File: src/rtl/demux_defs.sv
// Shared constants, select classification and sizing helper for the 1-to-N stream demux.
package demux_defs;

    localparam int unsigned DEMUX_MAX_N = 16;
    localparam int unsigned DROP_CNT_W  = 8;

    typedef enum logic [1:0] {
        KIND_UNICAST = 2'd0,
        KIND_BCAST   = 2'd1,
        KIND_DROP    = 2'd2
    } sel_kind_e;

    // Smallest select width able to address n channels (ceiling log2).
    function automatic int sel_width(input int n);
        int w;
        w = 0;
        for (int i = 0; i < 31; i++) begin
            if ((1 << i) < n) w = i + 1;
        end
        return w;
    endfunction

endpackage

File: src/rtl/demux_slot.sv
// One-entry output holding register with valid/ready handshake for a single demux channel.
module demux_slot
    import demux_defs::*;
#(
    parameter int WIDTH = 8
) (
    input  logic             clk,
    input  logic             rst,
    input  logic             i_load,
    input  logic [WIDTH-1:0] i_data,
    input  logic             i_ready,
    output logic             o_valid,
    output logic [WIDTH-1:0] o_data,
    output logic             o_free
);

    logic             r_valid;
    logic [WIDTH-1:0] r_data;

    // A slot being drained this cycle can take a new word on the same edge.
    assign o_free  = !r_valid || i_ready;
    assign o_valid = r_valid;
    assign o_data  = r_data;

    always_ff @(posedge clk) begin
        // NOTE: data is reset too, because consumers observe out_data=0 after reset.
        if (rst) begin
            r_valid <= 1'b0;
            r_data  <= '0;
        end else if (i_load) begin
            r_valid <= 1'b1;
            r_data  <= i_data;
        end else if (i_ready) begin
            r_valid <= 1'b0;
        end
    end

endmodule

File: src/rtl/stream_demux_1ton.sv
// Registered 1-to-N stream demux: unicast or broadcast steering, per-channel holding slots, drop counting.
module stream_demux_1ton
    import demux_defs::*;
#(
    parameter int WIDTH = 8,
    parameter int N     = 4,
    parameter int SEL_W = 4
) (
    input  logic                  clk,
    input  logic                  rst,
    input  logic [WIDTH-1:0]      in_data,
    input  logic [SEL_W-1:0]      in_sel,
    input  logic                  in_bcast,
    input  logic                  in_valid,
    output logic                  in_ready,
    output logic [N*WIDTH-1:0]    out_data,
    output logic [N-1:0]          out_valid,
    input  logic [N-1:0]          out_ready,
    output logic [DROP_CNT_W-1:0] drop_cnt,
    output logic                  err
);

    generate
        if (N < 2 || N > DEMUX_MAX_N || SEL_W < sel_width(N)) begin : g_bad_params
            $error("stream_demux_1ton: N must be 2..16 and SEL_W wide enough to address N");
        end
    endgenerate

    localparam logic [SEL_W:0] N_LIMIT = (SEL_W + 1)'(N);

    logic [N-1:0]          w_free;
    logic [N-1:0]          w_sel_hot;
    logic [N-1:0]          w_load;
    logic [WIDTH-1:0]      w_slot_data [N];
    sel_kind_e             w_kind;
    logic                  w_accept;
    logic                  w_drop;
    logic                  r_err;
    logic [DROP_CNT_W-1:0] r_drop_cnt;

    always_comb begin
        w_sel_hot = '0;
        for (int k = 0; k < N; k++) begin
            w_sel_hot[k] = (in_sel == SEL_W'(k));
        end
    end

    always_comb begin
        w_kind = KIND_DROP;
        if (in_bcast)                     w_kind = KIND_BCAST;
        else if ({1'b0, in_sel} < N_LIMIT) w_kind = KIND_UNICAST;
    end

    // A broadcast waits for every slot, so it can never land in only some channels.
    always_comb begin
        in_ready = 1'b0;
        unique case (w_kind)
            KIND_UNICAST: in_ready = |(w_sel_hot & w_free);
            KIND_BCAST:   in_ready = &w_free;
            KIND_DROP:    in_ready = 1'b1;
            default:      in_ready = 1'b0;
        endcase
        if (rst) in_ready = 1'b0;
    end

    assign w_accept = in_valid && in_ready;
    assign w_drop   = w_accept && (w_kind == KIND_DROP);

    always_comb begin
        w_load = '0;
        if (w_accept) begin
            if (w_kind == KIND_BCAST)        w_load = '1;
            else if (w_kind == KIND_UNICAST) w_load = w_sel_hot;
        end
    end

    generate
        for (genvar k = 0; k < N; k++) begin : g_slot
            demux_slot #(.WIDTH(WIDTH)) u_slot (
                .clk     (clk),
                .rst     (rst),
                .i_load  (w_load[k]),
                .i_data  (in_data),
                .i_ready (out_ready[k]),
                .o_valid (out_valid[k]),
                .o_data  (w_slot_data[k]),
                .o_free  (w_free[k])
            );
            assign out_data[k*WIDTH +: WIDTH] = w_slot_data[k];
        end
    endgenerate

    always_ff @(posedge clk) begin
        if (rst) begin
            r_err      <= 1'b0;
            r_drop_cnt <= '0;
        end else begin
            r_err <= w_drop;
            if (w_drop && r_drop_cnt != '1) r_drop_cnt <= r_drop_cnt + DROP_CNT_W'(1);
        end
    end

    assign err      = r_err;
    assign drop_cnt = r_drop_cnt;

endmodule
File: config.mk
export PLATFORM = sky130hd
export DESIGN_NAME = stream_demux_1ton
export DESIGN_NICKNAME = d
export VERILOG_FILES = /design/src/rtl/demux_defs.sv /design/src/rtl/demux_slot.sv /design/src/rtl/stream_demux_1ton.sv
export SDC_FILE = /design/constraint.sdc
export NUM_CORES = 1
export LEC_CHECK = 0
export BUFFER_PORTS_ARGS = -buffer_cell sky130_fd_sc_hd__buf_4
export CAP_MARGIN = 10
export CORE_ASPECT_RATIO = 0.8
export CORE_MARGIN = 2
export CORE_UTILIZATION = 47
export DETAILED_ROUTE_END_ITERATION = 10
export PLACE_DENSITY_LB_ADDON = 0.25
export SYNTH_ARGS = -nofsm -noshare
export SYNTH_HDL_FRONTEND = slang
export SYNTH_SLANG_ARGS = --single-unit
export TNS_END_PERCENT = 10
File: constraint.sdc
create_clock -name clk -period 3.9 [get_ports clk]
set_input_delay 0.195 -clock clk [delete_from_list [all_inputs] [get_ports clk]]
set_output_delay 0.195 -clock clk [all_outputs]
set_load 0.01 [all_outputs]
==> flow_metrics.py <==
metrics = {
    "global_routing": {
        "gr_ovfl_total": 0,
        "grt_util_all_layers": 0.1861,
        "number_of_antenna_violations_at_the_first_check_in_global_routing": 0,
        "grt_max_degree": 46,
        "grt_pass1_vias": 1550,
        "grt_pass1_wl_um": 7245,
    },
    "detailed_routing": {
        "drtPass1Iterations": 4,
        "drcViolationCount": 0,
        "ant_nets": 0,
        "route.detailed.wl_per_inst_um": 13.81,
        "overall_via_count_from_detail_route": 1690,
        "drt-vias-per-instance": 5.281,
        "totalWireLength_um": 4420,
        "drt_iter0_drc": 110,
    },
    "yosys": {
        "netlist_instances": 205,
        "synth-warning-count": 0,
        "number_of_flip_flops_and_latches_in_the_synthesized_netlist": 45,
        "netlist-cell-type-count": 42,
        "post_synthesis_mean_instance_area_um2": 9.765,
        "syn-cell-area_mm2": 0.002002,
        "seq_area_frac_synth": 0.4500,
        "synth.net_count": 226,
    },
    "floorplan": {
        "coreArea_mm2": 0.004125,
        "die-area_mm2": 0.004801,
        "initial_utilization": 0.4853,
        "die_width_um": 76.97,
        "die_h_um": 62.38,
        "num_io_pins": 66,
        "core.rowCount": 21,
    },
    "power_and_ir_drop": {
        "p_sw_uw": 237.8,
        "seq_power_share": 0.496,
        "post-layout-total-power_uw": 999.8,
        "cellLeakagePower_nw": 1.199,
        "internal_power_uw": 762.1,
        "comb_power_share": 0.143,
        "share_clk_of_total_power": 0.361,
        "netSwitchingFraction": 0.2378,
        "power_density_mw_per_mm2": 385.7,
        "vdd_ir_drop_max_mv": 0.1917,
    },
    "timing": {
        "finalWorstPathRequiredPeriod_ps": 2325,
        "finalMaxSlewViolations": 0,
        "fin_ws_ps": 1575,
        "fin_worst_skew_ps": 3.518,
        "fmax_mhz": 430.0,
        "finalSetupViolCount": 0,
        "fin_tns_setup_ps": 0,
        "timing.hold.ws_ps": 161.9,
        "layout_worst_path_cycle_share": 0.5963,
        "timing.max_slew.rel_slack": 0.2781,
        "hold_viol": 0,
        "worst-slew-pin-transition_ps": 1082,
        "unrepaired_setup_endpoints_after_global_routing": "no",
    },
    "worst_setup_path": {
        "cp_data_arrival_time_ps": 2530,
        "worstSetupPathType": "flip-flop to flip-flop",
        "crit_fanout": 9,
        "end_kind": "flip-flop",
        "r2r.worst_path.cells": 4,
        "r2r_start": "g_slot[0].u_slot.o_valid",
        "worst_setup_path_startpoint": "g_slot[0].u_slot.o_valid",
        "critPathLaunchType": "flip-flop",
        "worst_ep_required_time_ps": 4110,
    },
    "clock_tree": {
        "cts-root-to-sink-buffers": 2,
        "postCtsSetupRepairBufs": 0,
        "cts_buffers": 5,
        "clk_pin_slew_worst_paths_ps": 80,
        "htree_levels": 2,
        "cts_hold_buf": 0,
        "cts_repair_resize_count": 0,
        "cts.sinks": 45,
        "clock_tree_from_tritoncts": "built",
        "root_buffer": "clkbuf_8",
        "clock_latency_ps": 290,
    },
    "min_path": {
        "min-delay-path-class": "primary input to flip-flop",
        "holdCritStartpoint": "rst",
        "holdPathStages": 2,
    },
    "finish": {
        "commonest_cells_after_routing_fill_and_taps_aside": "buf_4, dfxtp_1, nand2_1",
        "final_nets": 283,
        "final_common_cell": "buf_4",
        "post-route-cell-area_mm2": 0.002592,
        "final_core_utilization": 0.6285,
        "finalNonFillerCells": 320,
        "insertedDiodeCount": 0,
        "area_growth_pct": 29.50,
        "post_route_cells_drive_above_1_share": 0.3080,
    },
    "placed_design": {
        "place_inst": 312,
        "io_buffer_count": 65,
        "dp.final_hpwl_um": 3184,
        "globalplace.congestion": 0.8343,
        "post-place-ws_ps": 1544,
        "post_dp_cell_area_mm2": 0.002476,
    },
    "outcome": {
        "status": "completed",
    },
    "job": {
        "timing.max_cap.violations": 0,
    },
}
[power by group through the flow]
stage / registers (mW) / logic, mW / clock network (mW)
after floorplan: 0.514 / 0.0743 / 0
after global placement: 0.506 / 0.143 / 0
after detailed placement: 0.506 / 0.144 / 0
after CTS: 0.496 / 0.144 / 0.369
after global routing: 0.499 / 0.155 / 0.389
final: 0.496 / 0.143 / 0.361
[area by class of cell]
class / instances / area (um^2)
Clock buffer: 7 / 86.33
Clock inverter: 1 / 30.03
Fill cell: 367 / 1533
Inverter: 4 / 15.01
Multi-Input combinational cell: 141 / 1001
Sequential cell: 45 / 900.9
Tap cell: 57 / 71.32
Timing Repair Buffer: 65 / 488.0
[cell families (layout without fill, tap and decap cells)]
logic type                 after synthesis  count (layout)  synth area share
muxes                                   33              33            0.1656
buffers and inverters                   19              77           0.05000
and+or+nand+nor                         74              74            0.1825
adders and majority gates                1               1          0.006249
DFF                                     45              45            0.4500
AOI/OAI and AO/OA                       33              33            0.1456
[sequential cells by signal, indices dropped and copies added, names as in the netlist]
signal and count:
g_slot.u_slot.o_valid 4, drop_cnt 8, err 1, g_slot.u_slot.o_data 32
[Yosys cell counts]
library cell,instances,area (um^2)
dfxtp_1,45,900.9
nand2_1,44,165.2
mux2i_1,32,320.3
clkbuf_1,7,26.28
a21oi_1,6,30.03
buf_4,5,37.54
nor2b_1,5,31.28
o21ai_0,5,25.02
nand3_1,4,20.02
nor2_1,4,15.01
o41ai_1,4,35.03
inv_1,3,11.26
o311ai_0,3,26.28
buf_2,2,10.01
nand2b_1,2,12.51
nand4_1,2,12.51
nor4_1,2,12.51
o2111a_1,2,22.52
o2111ai_2,2,30.03
o21a_1,2,15.01
o41a_1,2,22.52
or3_1,2,12.51
a211o_1,1,8.760
a211oi_1,1,7.510
a31o_2,1,8.760
and3_1,1,6.260
and4_1,1,8.760
and4b_1,1,10.01
and4bb_1,1,12.51
buf_6,1,11.26
ha_1,1,12.51
inv_2,1,3.750
mux2_2,1,11.26
nand3b_1,1,7.510
nor4b_1,1,8.760
nor4bb_2,1,16.27
o2111ai_1,1,8.760
o31ai_1,1,7.510
o41ai_2,1,16.27
o41ai_4,1,27.53
or2_2,1,6.260
or4_1,1,7.510
[final timing paths]
check / to / slack, ps
setup / recovery: g_slot[1].u_slot.o_data[5] / 1570
hold / removal: drop_cnt[0] / 160
setup reg to reg: g_slot[1].u_slot.o_data[5] / 1570
hold reg to reg: g_slot[3].u_slot.o_data[7] / 460
[routing by layer]
metal / wire (um) / track usage / vias up / share of wire
li1: - / - / 846 / -
met1: 2205 / 0.2548 / 790 / 0.50
met2: 1935 / 0.2862 / 47 / 0.44
met3: 221 / 0.04913 / 7 / 0.050
met4: 58 / 0.06136 / 0 / 0.013
met5: 0 / 0 / - / 0
[critical path: stages, from the launching register on]
cell and delay (ps):
dfxtp_1 360, nor4b_1 550, o41ai_4 170, o2111ai_1 890
mux2i_1 270
Power figures use the tool's default switching activity.
